==> src/rtl/uart_byte_tx_pkg.sv <==
// Shared definitions for the byte-wide UART transmitter: FSM state encoding
// and the default bit period.
package uart_byte_tx_pkg;

    localparam int unsigned CLK_DIV_DEFAULT = 434;

    typedef enum logic [1:0] {
        StIdle  = 2'd0,
        StStart = 2'd1,
        StData  = 2'd2,
        StStop  = 2'd3
    } tx_state_t;

endpackage

==> src/rtl/byte_fifo.sv <==
// Small synchronous byte FIFO; pointers carry an extra MSB so full and empty
// are distinguishable when the address bits match.
module byte_fifo #(
    parameter int unsigned AW = 2
) (
    input  logic       clk,
    input  logic       rst,
    input  logic       push,
    input  logic [7:0] din,
    input  logic       pop,
    output logic [7:0] dout,
    output logic       empty,
    output logic       full
);

    localparam int unsigned Depth = 2 ** AW;

    logic [7:0]  mem [Depth];
    logic [AW:0] wr_ptr_q, wr_ptr_d;
    logic [AW:0] rd_ptr_q, rd_ptr_d;
    logic        do_push;
    logic        do_pop;

    assign empty   = (wr_ptr_q == rd_ptr_q);
    assign full    = (wr_ptr_q[AW] != rd_ptr_q[AW]) &&
                     (wr_ptr_q[AW-1:0] == rd_ptr_q[AW-1:0]);
    assign do_push = push && !full;
    assign do_pop  = pop && !empty;
    assign dout    = mem[rd_ptr_q[AW-1:0]];

    always_comb begin
        wr_ptr_d = wr_ptr_q;
        rd_ptr_d = rd_ptr_q;
        if (do_push) wr_ptr_d = wr_ptr_q + 1'b1;
        if (do_pop)  rd_ptr_d = rd_ptr_q + 1'b1;
    end

    always_ff @(posedge clk or posedge rst) begin
        if (rst) begin
            wr_ptr_q <= '0;
            rd_ptr_q <= '0;
        end else begin
            wr_ptr_q <= wr_ptr_d;
            rd_ptr_q <= rd_ptr_d;
        end
    end

    // Storage needs no reset; pointers alone define validity.
    always_ff @(posedge clk) begin
        if (do_push) mem[wr_ptr_q[AW-1:0]] <= din;
    end

endmodule

==> src/rtl/uart_byte_tx.sv <==
// 8N1 UART transmitter fed by a small byte FIFO; frames run back to back
// while bytes are queued.
module uart_byte_tx
    import uart_byte_tx_pkg::*;
#(
    parameter int unsigned CLK_DIV = CLK_DIV_DEFAULT,
    parameter int unsigned FIFO_AW = 2
) (
    input  logic       clk,
    input  logic       rst,
    input  logic       write,
    input  logic [7:0] data,
    output logic       tx,
    output logic       full,
    output logic       busy,
    output logic       overflow
);

    localparam logic [15:0] TimerLast = 16'(CLK_DIV - 1);

    tx_state_t   state_q, state_d;
    logic [15:0] timer_q, timer_d;
    logic [2:0]  bit_idx_q, bit_idx_d;
    logic [7:0]  shift_q, shift_d;
    logic        tx_q, tx_d;
    logic        overflow_q, overflow_d;

    logic        fifo_pop;
    logic [7:0]  fifo_dout;
    logic        fifo_empty;
    logic        fifo_full;

    byte_fifo #(
        .AW (FIFO_AW)
    ) u_fifo (
        .clk   (clk),
        .rst   (rst),
        .push  (write),
        .din   (data),
        .pop   (fifo_pop),
        .dout  (fifo_dout),
        .empty (fifo_empty),
        .full  (fifo_full)
    );

    assign tx       = tx_q;
    assign full     = fifo_full;
    assign overflow = overflow_q;
    assign busy     = (state_q != StIdle) || !fifo_empty;

    always_comb begin
        state_d    = state_q;
        timer_d    = timer_q;
        bit_idx_d  = bit_idx_q;
        shift_d    = shift_q;
        fifo_pop   = 1'b0;
        // full is sampled before any pop on this edge, so the byte is lost
        overflow_d = overflow_q || (write && fifo_full);

        unique case (state_q)
            StIdle: begin
                if (!fifo_empty) begin
                    fifo_pop = 1'b1;
                    shift_d  = fifo_dout;
                    timer_d  = '0;
                    state_d  = StStart;
                end
            end
            StStart: begin
                if (timer_q == TimerLast) begin
                    timer_d   = '0;
                    bit_idx_d = '0;
                    state_d   = StData;
                end else begin
                    timer_d = timer_q + 16'd1;
                end
            end
            StData: begin
                if (timer_q == TimerLast) begin
                    timer_d = '0;
                    shift_d = {1'b0, shift_q[7:1]};
                    if (bit_idx_q == 3'd7) begin
                        state_d = StStop;
                    end else begin
                        bit_idx_d = bit_idx_q + 3'd1;
                    end
                end else begin
                    timer_d = timer_q + 16'd1;
                end
            end
            StStop: begin
                if (timer_q == TimerLast) begin
                    timer_d = '0;
                    if (!fifo_empty) begin
                        fifo_pop = 1'b1;
                        shift_d  = fifo_dout;
                        state_d  = StStart;
                    end else begin
                        state_d = StIdle;
                    end
                end else begin
                    timer_d = timer_q + 16'd1;
                end
            end
            default: state_d = StIdle;
        endcase

        // Line level follows the state being entered so tx is registered yet on time.
        unique case (state_d)
            StStart: tx_d = 1'b0;
            StData:  tx_d = shift_d[0];
            default: tx_d = 1'b1;
        endcase
    end

    always_ff @(posedge clk or posedge rst) begin
        if (rst) begin
            state_q    <= StIdle;
            timer_q    <= '0;
            bit_idx_q  <= '0;
            shift_q    <= '0;
            tx_q       <= 1'b1;
            overflow_q <= 1'b0;
        end else begin
            state_q    <= state_d;
            timer_q    <= timer_d;
            bit_idx_q  <= bit_idx_d;
            shift_q    <= shift_d;
            tx_q       <= tx_d;
            overflow_q <= overflow_d;
        end
    end

endmodule

==> config.mk <==
export PLATFORM = sky130hd
export DESIGN_NAME = uart_byte_tx
export DESIGN_NICKNAME = d
export VERILOG_FILES = /design/src/rtl/uart_byte_tx_pkg.sv /design/src/rtl/byte_fifo.sv /design/src/rtl/uart_byte_tx.sv
export SDC_FILE = /design/constraint.sdc
export NUM_CORES = 1
export LEC_CHECK = 0
export CAP_MARGIN = 20
export CORE_UTILIZATION = 54
export DETAILED_ROUTE_END_ITERATION = 10
export PLACE_DENSITY = 0.86
export SLEW_MARGIN = 0
export SYNTH_ARGS = -nofsm -noshare
export SYNTH_HDL_FRONTEND = slang
export SYNTH_SLANG_ARGS = --single-unit
export TNS_END_PERCENT = 30
==> constraint.sdc <==
create_clock -name clk -period 1.7 [get_ports clk]
set_input_delay 0.34 -clock clk [delete_from_list [all_inputs] [get_ports clk]]
set_output_delay 0.34 -clock clk [all_outputs]
set_load 0.03 [all_outputs]
==> summary.txt, run 1 <==
Worst setup path
  – R2r setup slk: -0.46 ns
  – Critical R2R Capture: tx
  – Critical Path Fanout Max: 5
  – Setup crit end kind: flop
  – Most used cell along the critical path: mux2i_1
  – R2R Path Start: timer_q[1]
  – Setup CP Type: reg2reg
  – CP startpoint kind: flop
  – Critical path required time: between 1.5 and 2 ns
  – CP cell instances: inv_2 > ha_4 > and4bb_2 > and4_4 > buf_6 > mux2i_1 > o221ai_1 > nor2_1 > mux2i_1
  – Max stage delay on crit path: around 0.4 ns
  – WP data arrival: 2.43 ns
  – Slowest-stage cell, CP: dfrtp_1
  – FF-to-FF path depth: 9

Timing
  – Tcrit/Tclk final: 127%
  – Fin crit period: ~2.2 ns
  – Worst-Margin Slew: about 0.37 ns
  – Worst slew margin: between 70% and 80%
  – Worst hold slack: 0.403 ns
  – Setup violations, final: 70
  – Pins Over Slew Limit: 0
  – Clk_skew: 0.0203 ns
  – Final Hold Fails: 0
  – Max Clk Rate: 0.464 GHz
  – RSZ-0062 raised after global routing: yes
  – Final worst setup slack: -0.457 ns

Floorplan
  – FP Rows: 28
  – Initial core utilization: 56.4%
  – Die Span Y: between 80 and 90 um
  – Die boundary width: 80.9 um
  – Num ports: 15
  – Placeable Area: roughly 6000 um2
  – Die area: approximately 6500 um2

CTS
  – H-tree levels: 3
  – Clock transition at path regs: roughly 0.10 ns
  – Hold_buf cts: 0
  – Sink Count: 69
  – CTS max path bufs: 2
  – Clock Latency Late Sink: roughly 0.36 ns
  – CTS tree: built
  – Root Driver: clkbuf_8
  – Inserted Clock Buffers: 9

Pwr
  – PwrDens: ~1900 nW/um2
  – Pleak: between 2 and 2.5 nW
  – Overall power: between 8 and 9 mW
  – Maximum VDD drop: around 1.7 mV

Detailed routing
  – Antenna Nets Post-Route: 0
  – Final WL: roughly 12000 um
  – Post-DR vias/cell: between 6 and 7
  – WL/cell: around 27 um
  – Initial DRC count: between 400 and 500
  – Vias: between 3000 and 4000
  – First-pass DRT Iterations: 5
  – DRC viols: 0

Cells and area
  – Layout cells sized above 1: ~45%
  – Most common cell after layout, fill and taps aside: buf_4
  – Final Cell Area: roughly 4800 um2
  – Area Overhead vs Synth: 43.5%
  – Most frequent cells in the layout: 55 x buf_4, 32 x dfrtp_1, 32 x edfxtp_1
  – Fillers: roughly 280
  – Final Non-Filler Cells: 443
  – Diodes inserted: 0
  – Final-stage net count: a little under 400

Placed design
  – Setup WS pre-CTS: -0.300 ns
  – Hpwl dp: ~5000 um
  – GP Congestion: 0.812
  – IO Port Bufs: 14
  – Post-DP Area: about 4100 um2
  – Inst Count DP: 411

Synthesis
  – Post-synthesis mux area share: ~8.4%
  – Synthesized instance count: about 270
  – Post-synthesis adder-cell area fraction: under 10%
  – Synth Cell Area: 3360 um2
  – Compound-Gate Fraction of Synth Area: around 8.7%
  – Yosys reg bits: 69
  – Largest family of logic cells by synthesized area: simple AND/OR/NAND/NOR gates
  – Seq/Total Area, Yosys: between 50% and 60%
  – Simple-gate portion of the synthesized area: around 13%
  – Post-Syn Nets: 292
  – Synth Flop Type: dfrtp_1
  – Synth Warn #: 0
  – Area leader, netlist: edfxtp_1
  – Post-synth EDFFs: 32
  – Syn avg cell area: 12.6 um2
  – Yosys cell types: between 40 and 50
  – Post-synthesis xor/xnor area fraction: roughly 5.7%
  – Dominant cells by area after synthesis: edfxtp_1 29%, dfrtp_1 27%, mux4_2 5.4%, ha_1 5.2%, xnor2_1 2.9%
  – Top-area cell type share of the netlist area: 28.6%
  – Asr flop ratio synth: 53.6%

Run
  – Number of max-cap violations: 0

Global route
  – Total track usage: 32.1%
  – Initial antenna violation count: 0
  – Largest net degree at the start of global routing: 38
  – Vias in the first global route: around 2700
  – Grt ovf: 0
  – First-pass GRT wire length: roughly 15000 um

Worst hold path
  – Hold Path Class: in2async

Status
  – Status: finished with violations
  – Failing checks: setup timing
==> worst max path at each step <==
stage	start	endpoint	slack (ns)	depth (start not counted)
2_1_floorplan	u_fifo.rd_ptr_q[0]	timer_q[8]	-0.10	7
3_3_place_gp	u_fifo.rd_ptr_q[0]	busy	-0.21	4
3_5_place_dp	timer_q[1]	shift_q[7]	-0.30	7
4_1_cts	timer_q[1]	shift_q[7]	-0.26	7
5_1_grt	timer_q[1]	shift_q[4]	-0.50	9
6_report	timer_q[1]	tx	-0.46	9
==> logic make-up after synthesis <==
family                   Yosys count
flip-flops                        69
adder cells (fa/ha/maj)           14
XOR/XNOR                          22
multiplexers                      18
AO/OA/AOI/OAI                     44
buffers and inverters             18
AND/OR/NAND/NOR                   82
==> synthesized netlist by cell type (3+ instances only) <==
cell and count:
o21ai_0 17, nor2_1 23, nor3_1 6, a22oi_1 3, mux4_2 8, inv_1 10
xnor2_1 11, buf_2 3, edfxtp_1 32, and2_1 5, nand2_1 17, dfrtp_1 36
nand4_1 3, nand3_1 8, nor2b_1 3, ha_1 14, a22o_1 6, mux2i_1 9
xor2_1 11
==> sequential cells by signal (all words and copies together) (netlist names) <==
register	count
u_fifo.mem	32
timer_q	16
shift_q	8
bit_idx_q	3
u_fifo.rd_ptr_q	3
u_fifo.wr_ptr_q	3
state_q	2
overflow	1
tx	1
==> per-stage QoR <==
| step | TNS (ns) | utilization [%] |
|---|---|---|
| 2_1_floorplan | -1.49 | - |
| 3_3_place_gp | -2.31 | 69.2 |
| 3_5_place_dp | -6.13 | 69.2 |
| 4_1_cts | -6.38 | 76.0 |
| 5_1_grt | -18.71 | 81.0 |
| 6_report | -16.89 | 81.0 |
==> worst max-delay path, delay by kind of cell (launching register included) <==
family / cells / cell delay, ns
AOI/OAI and AO/OA: 1 / 0.21
adders and majority gates: 1 / 0.12
buffers and inverters: 2 / 0.22
DFF: 1 / 0.41
muxes: 2 / 0.35
and+or+nand+nor: 3 / 0.76
==> timing repair <==
item                                    in CTS  in global routing
endpoints found under the hold margin        0                  0
endpoints found under the setup margin      68                 70
pin swaps                                   13                 29
resized for setup                           39                 61
cloned                                       2                  0
buffers inserted                             6                 12
==> layout make-up <==
class	instances	area [um2]	area share, %
Sequential cell	69	1890	39.2
Multi-Input combinational cell	182	1770	36.6
Clock inverter	6	95.1	1.97
Inverter	11	41.3	0.856
Tap cell	75	93.8	1.94
Timing Repair Buffer	90	798	16.5
Clock buffer	10	138	2.85
==> routing by layer <==
metal,track usage (%),part of all wire (%)
met3,5.39,9.5
met2,55.8,49
met5,0,0
met1,38.5,35
met4,16.3,6.4
==> report_power, final <==
part	switching [mW]	internal (mW)	total, mW
sequential	0.329	2.17	2.50
clock	0.744	0.880	1.62
combinational	2.57	2.23	4.81
total	3.65	5.28	8.93
Note: power is estimated with default switching activity, not from simulation.
==> run 2: changes to the inputs <==
CAP_MARGIN = 40   (was 20)
==> results of run 2 <==
The final DEF is identical to that of run 1; final timing and power are the same.
==> run 3: changes to the inputs <==
CELL_PAD_IN_SITES_DETAIL_PLACEMENT = 1   (was default)
CELL_PAD_IN_SITES_GLOBAL_PLACEMENT = 1   (was default)
CORE_UTILIZATION = 45   (was 54)
PLACE_DENSITY = 0.87   (was 0.86)
SKIP_LAST_GASP = 1   (was default)
SLEW_MARGIN = default   (was 0)
==> run 3 against run 2 <==
Against the previous run:
- the flow still finishes with violations (setup timing)
- non-clock buffer count down 2
- die area up 19%
- design area down 1.7%
- global-route usage decreased by 2.7 points
- power is 7.7% lower
- sequential power shrank 2%
- worst setup slack better by 0.12 ns
- clock-buffer cell count down 1
- clock power fell by 12%
- critical path type unchanged
==> summary.txt, run 3 (synthesis gave the netlist of run 1 again) <==
Pwr
  – Pleak: 2.00 nW (was 2.02 nW)
  – PwrDens: 1740 nW/um2 (was 1850 nW/um2)
  – Overall power: 8.24 mW (was 8.93 mW)
  – Maximum VDD drop: 1.13 mV (was 1.74 mV)

Global route
  – Grt ovf: 0 (unchanged)
  – Largest net degree at the start of global routing: 38 (unchanged)
  – Initial antenna violation count: 0 (unchanged)
  – Total track usage: 29.4% (was 32.1%)
  – First-pass GRT wire length: 16300 um (was 14600 um)
  – Vias in the first global route: 2981 (was 2748)

Detailed routing
  – DRC viols: 0 (unchanged)
  – Post-DR vias/cell: 5.74 (was 6.81)
  – Final WL: 11100 um (was 11800 um)
  – First-pass DRT Iterations: 4 (was 5)
  – Antenna Nets Post-Route: 0 (unchanged)
  – Vias: 2664 (was 3015)
  – Initial DRC count: 133 (was 416)
  – WL/cell: 23.9 um (was 26.6 um)

Timing
  – Tcrit/Tclk final: 120% (was 127%)
  – Worst-Margin Slew: 0.371 ns (was 0.367 ns)
  – Max Clk Rate: 0.491 GHz (was 0.464 GHz)
  – RSZ-0062 raised after global routing: yes (unchanged)
  – Fin crit period: 2.04 ns (was 2.16 ns)
  – Worst hold slack: 0.414 ns (was 0.403 ns)
  – Final Hold Fails: 0 (unchanged)
  – Clk_skew: 0.0122 ns (was 0.0203 ns)
  – Worst slew margin: 75.0% (was 74.9%)
  – Pins Over Slew Limit: 0 (unchanged)
  – Final worst setup slack: -0.337 ns (was -0.457 ns)
  – Setup TNS: -12.01 ns (was -16.89 ns)
  – Setup violations, final: 69 (was 70)

CTS
  – Clock transition at path regs: 0.09 ns (was 0.10 ns)
  – Sink Count: 69 (unchanged)
  – Hold_buf cts: 0 (unchanged)
  – Inserted Clock Buffers: 9 (unchanged)
  – CTS max path bufs: 2 (unchanged)
  – H-tree levels: 3 (unchanged)
  – Root Driver: clkbuf_8 (unchanged)
  – Clock Latency Late Sink: 0.36 ns (about the same)
  – CTS tree: built (unchanged)

Status
  – Failing checks: setup timing (unchanged)
  – Status: finished with violations (unchanged)

Placed design
  – Hpwl dp: 6510 um (was 5050 um)
  – IO Port Bufs: 14 (unchanged)
  – GP Congestion: 0.769 (was 0.812)

Worst hold path
  – Hold Path Class: in2async (unchanged)

Floorplan
  – FP Rows: 31 (was 28)
  – Die Span Y: 88.4 um (was 80.9 um)
  – Die boundary width: 88.4 um (was 80.9 um)
  – Num ports: 15 (unchanged)
  – Die area: 7820 um2 (was 6550 um2)
  – Placeable Area: 7250 um2 (was 5960 um2)
  – Initial core utilization: 46.4% (was 56.4%)

Worst setup path
  – Setup CP Type: reg2reg (unchanged)
  – Max stage delay on crit path: 0.54 ns (was 0.41 ns)
  – Critical path required time: 1.99 ns (was 1.97 ns)
  – Slowest-stage cell, CP: or4b_4 (was dfrtp_1)
  – Critical Path Fanout Max: 6 (was 5)
  – CP cell instances: inv_2 > ha_4 > and4bb_2 > and4_4 > a21oi_4 > or4b_4 > o21ai_2 (was inv_2 > ha_4 > and4bb_2 > and4_4 > buf_6 > mux2i_1 > o221ai_1 > nor2_1 > mux2i_1)
  – WP data arrival: 2.33 ns (was 2.43 ns)
  – Setup crit end kind: flop (unchanged)
  – CP startpoint kind: flop (unchanged)

Cells and area
  – Final-stage net count: 385 (was 388)
  – Layout cells sized above 1: 43.8% (was 44.8%)
  – Most common cell after layout, fill and taps aside: buf_4 (unchanged)
  – Area Overhead vs Synth: 41.1% (was 43.5%)
  – Diodes inserted: 0 (unchanged)
  – Most frequent cells in the layout: 58 x buf_4, 33 x dfrtp_1, 32 x edfxtp_1 (was 55 x buf_4, 32 x dfrtp_1, 32 x edfxtp_1)
  – Max FFs per register: 32 (unchanged)

Run
  – Number of max-cap violations: 0 (unchanged)
run 3: path summary, 6_finish.rpt:
path	from	to	slack [ns]	cells after the start
worst max-delay path	timer_q[1]	shift_q[7]	-0.34	7
worst min-delay path	rst	u_fifo.rd_ptr_q[2]	0.41	3
worst max register to register	timer_q[1]	shift_q[7]	-0.34	7
worst min register to register	overflow	overflow	0.49	1
max in group asynchronous	rst	tx	1.04	3
min in group clk	overflow	overflow	0.49	1
run 3: repair_timing:
item | in CTS | in global routing
setup endpoints to repair | 68 | 71
pin swaps | 25 | 20
gates resized for setup | 59 | 27
setup buffers | 8 | 4
gates cloned | 0 | 2
run 3: power breakdown:
group | internal (mW) | switching, mW | total, mW
combinational | 2.07 | 2.30 | 4.37
sequential | 2.17 | 0.271 | 2.44
clock | 0.699 | 0.733 | 1.43
total | 4.94 | 3.31 | 8.24
run 3: stage by stage:
step	worst slack (ns)	util, %	cell area [um2]	std cells
3_5_place_dp	-0.265	57.4	4170	437
5_1_grt	-0.379	65.4	4740	464
4_1_cts	-0.305	63.6	4610	459
2_1_floorplan	-0.102	-	3460	267
3_3_place_gp	-0.235	57.4	4170	437
6_report	-0.337	65.4	4740	464
run 3: final cells by class:
class	instances	area, um2
clock buffer	9	124
multi-input combinational	181	1710
inverter	11	43.8
clock inverter	7	78.8
tap	99	124
fill	722	2510
timing repair buffer	88	769
sequential	69	1890
run 3: critical path: cells and delay by family (launching register included):
kind | cells | cell delay (ns)
AO/OA/AOI/OAI | 2 | 0.24
adder cells (fa/ha/maj) | 1 | 0.12
buffers and inverters | 1 | 0.08
flip-flops | 1 | 0.41
AND/OR/NAND/NOR | 3 | 1.12
run 3: metal layers:
| layer | vias to the layer above | global-route usage [%] | part of all wire [%] |
|---|---|---|---|
| li1 | 1160 | - | - |
| met1 | 1376 | 34.1 | 38 |
| met2 | 85 | 52.2 | 54 |
| met3 | 43 | 6.53 | 3.2 |
| met4 | 0 | 13.2 | 4.1 |
| met5 | - | 0 | 0 |
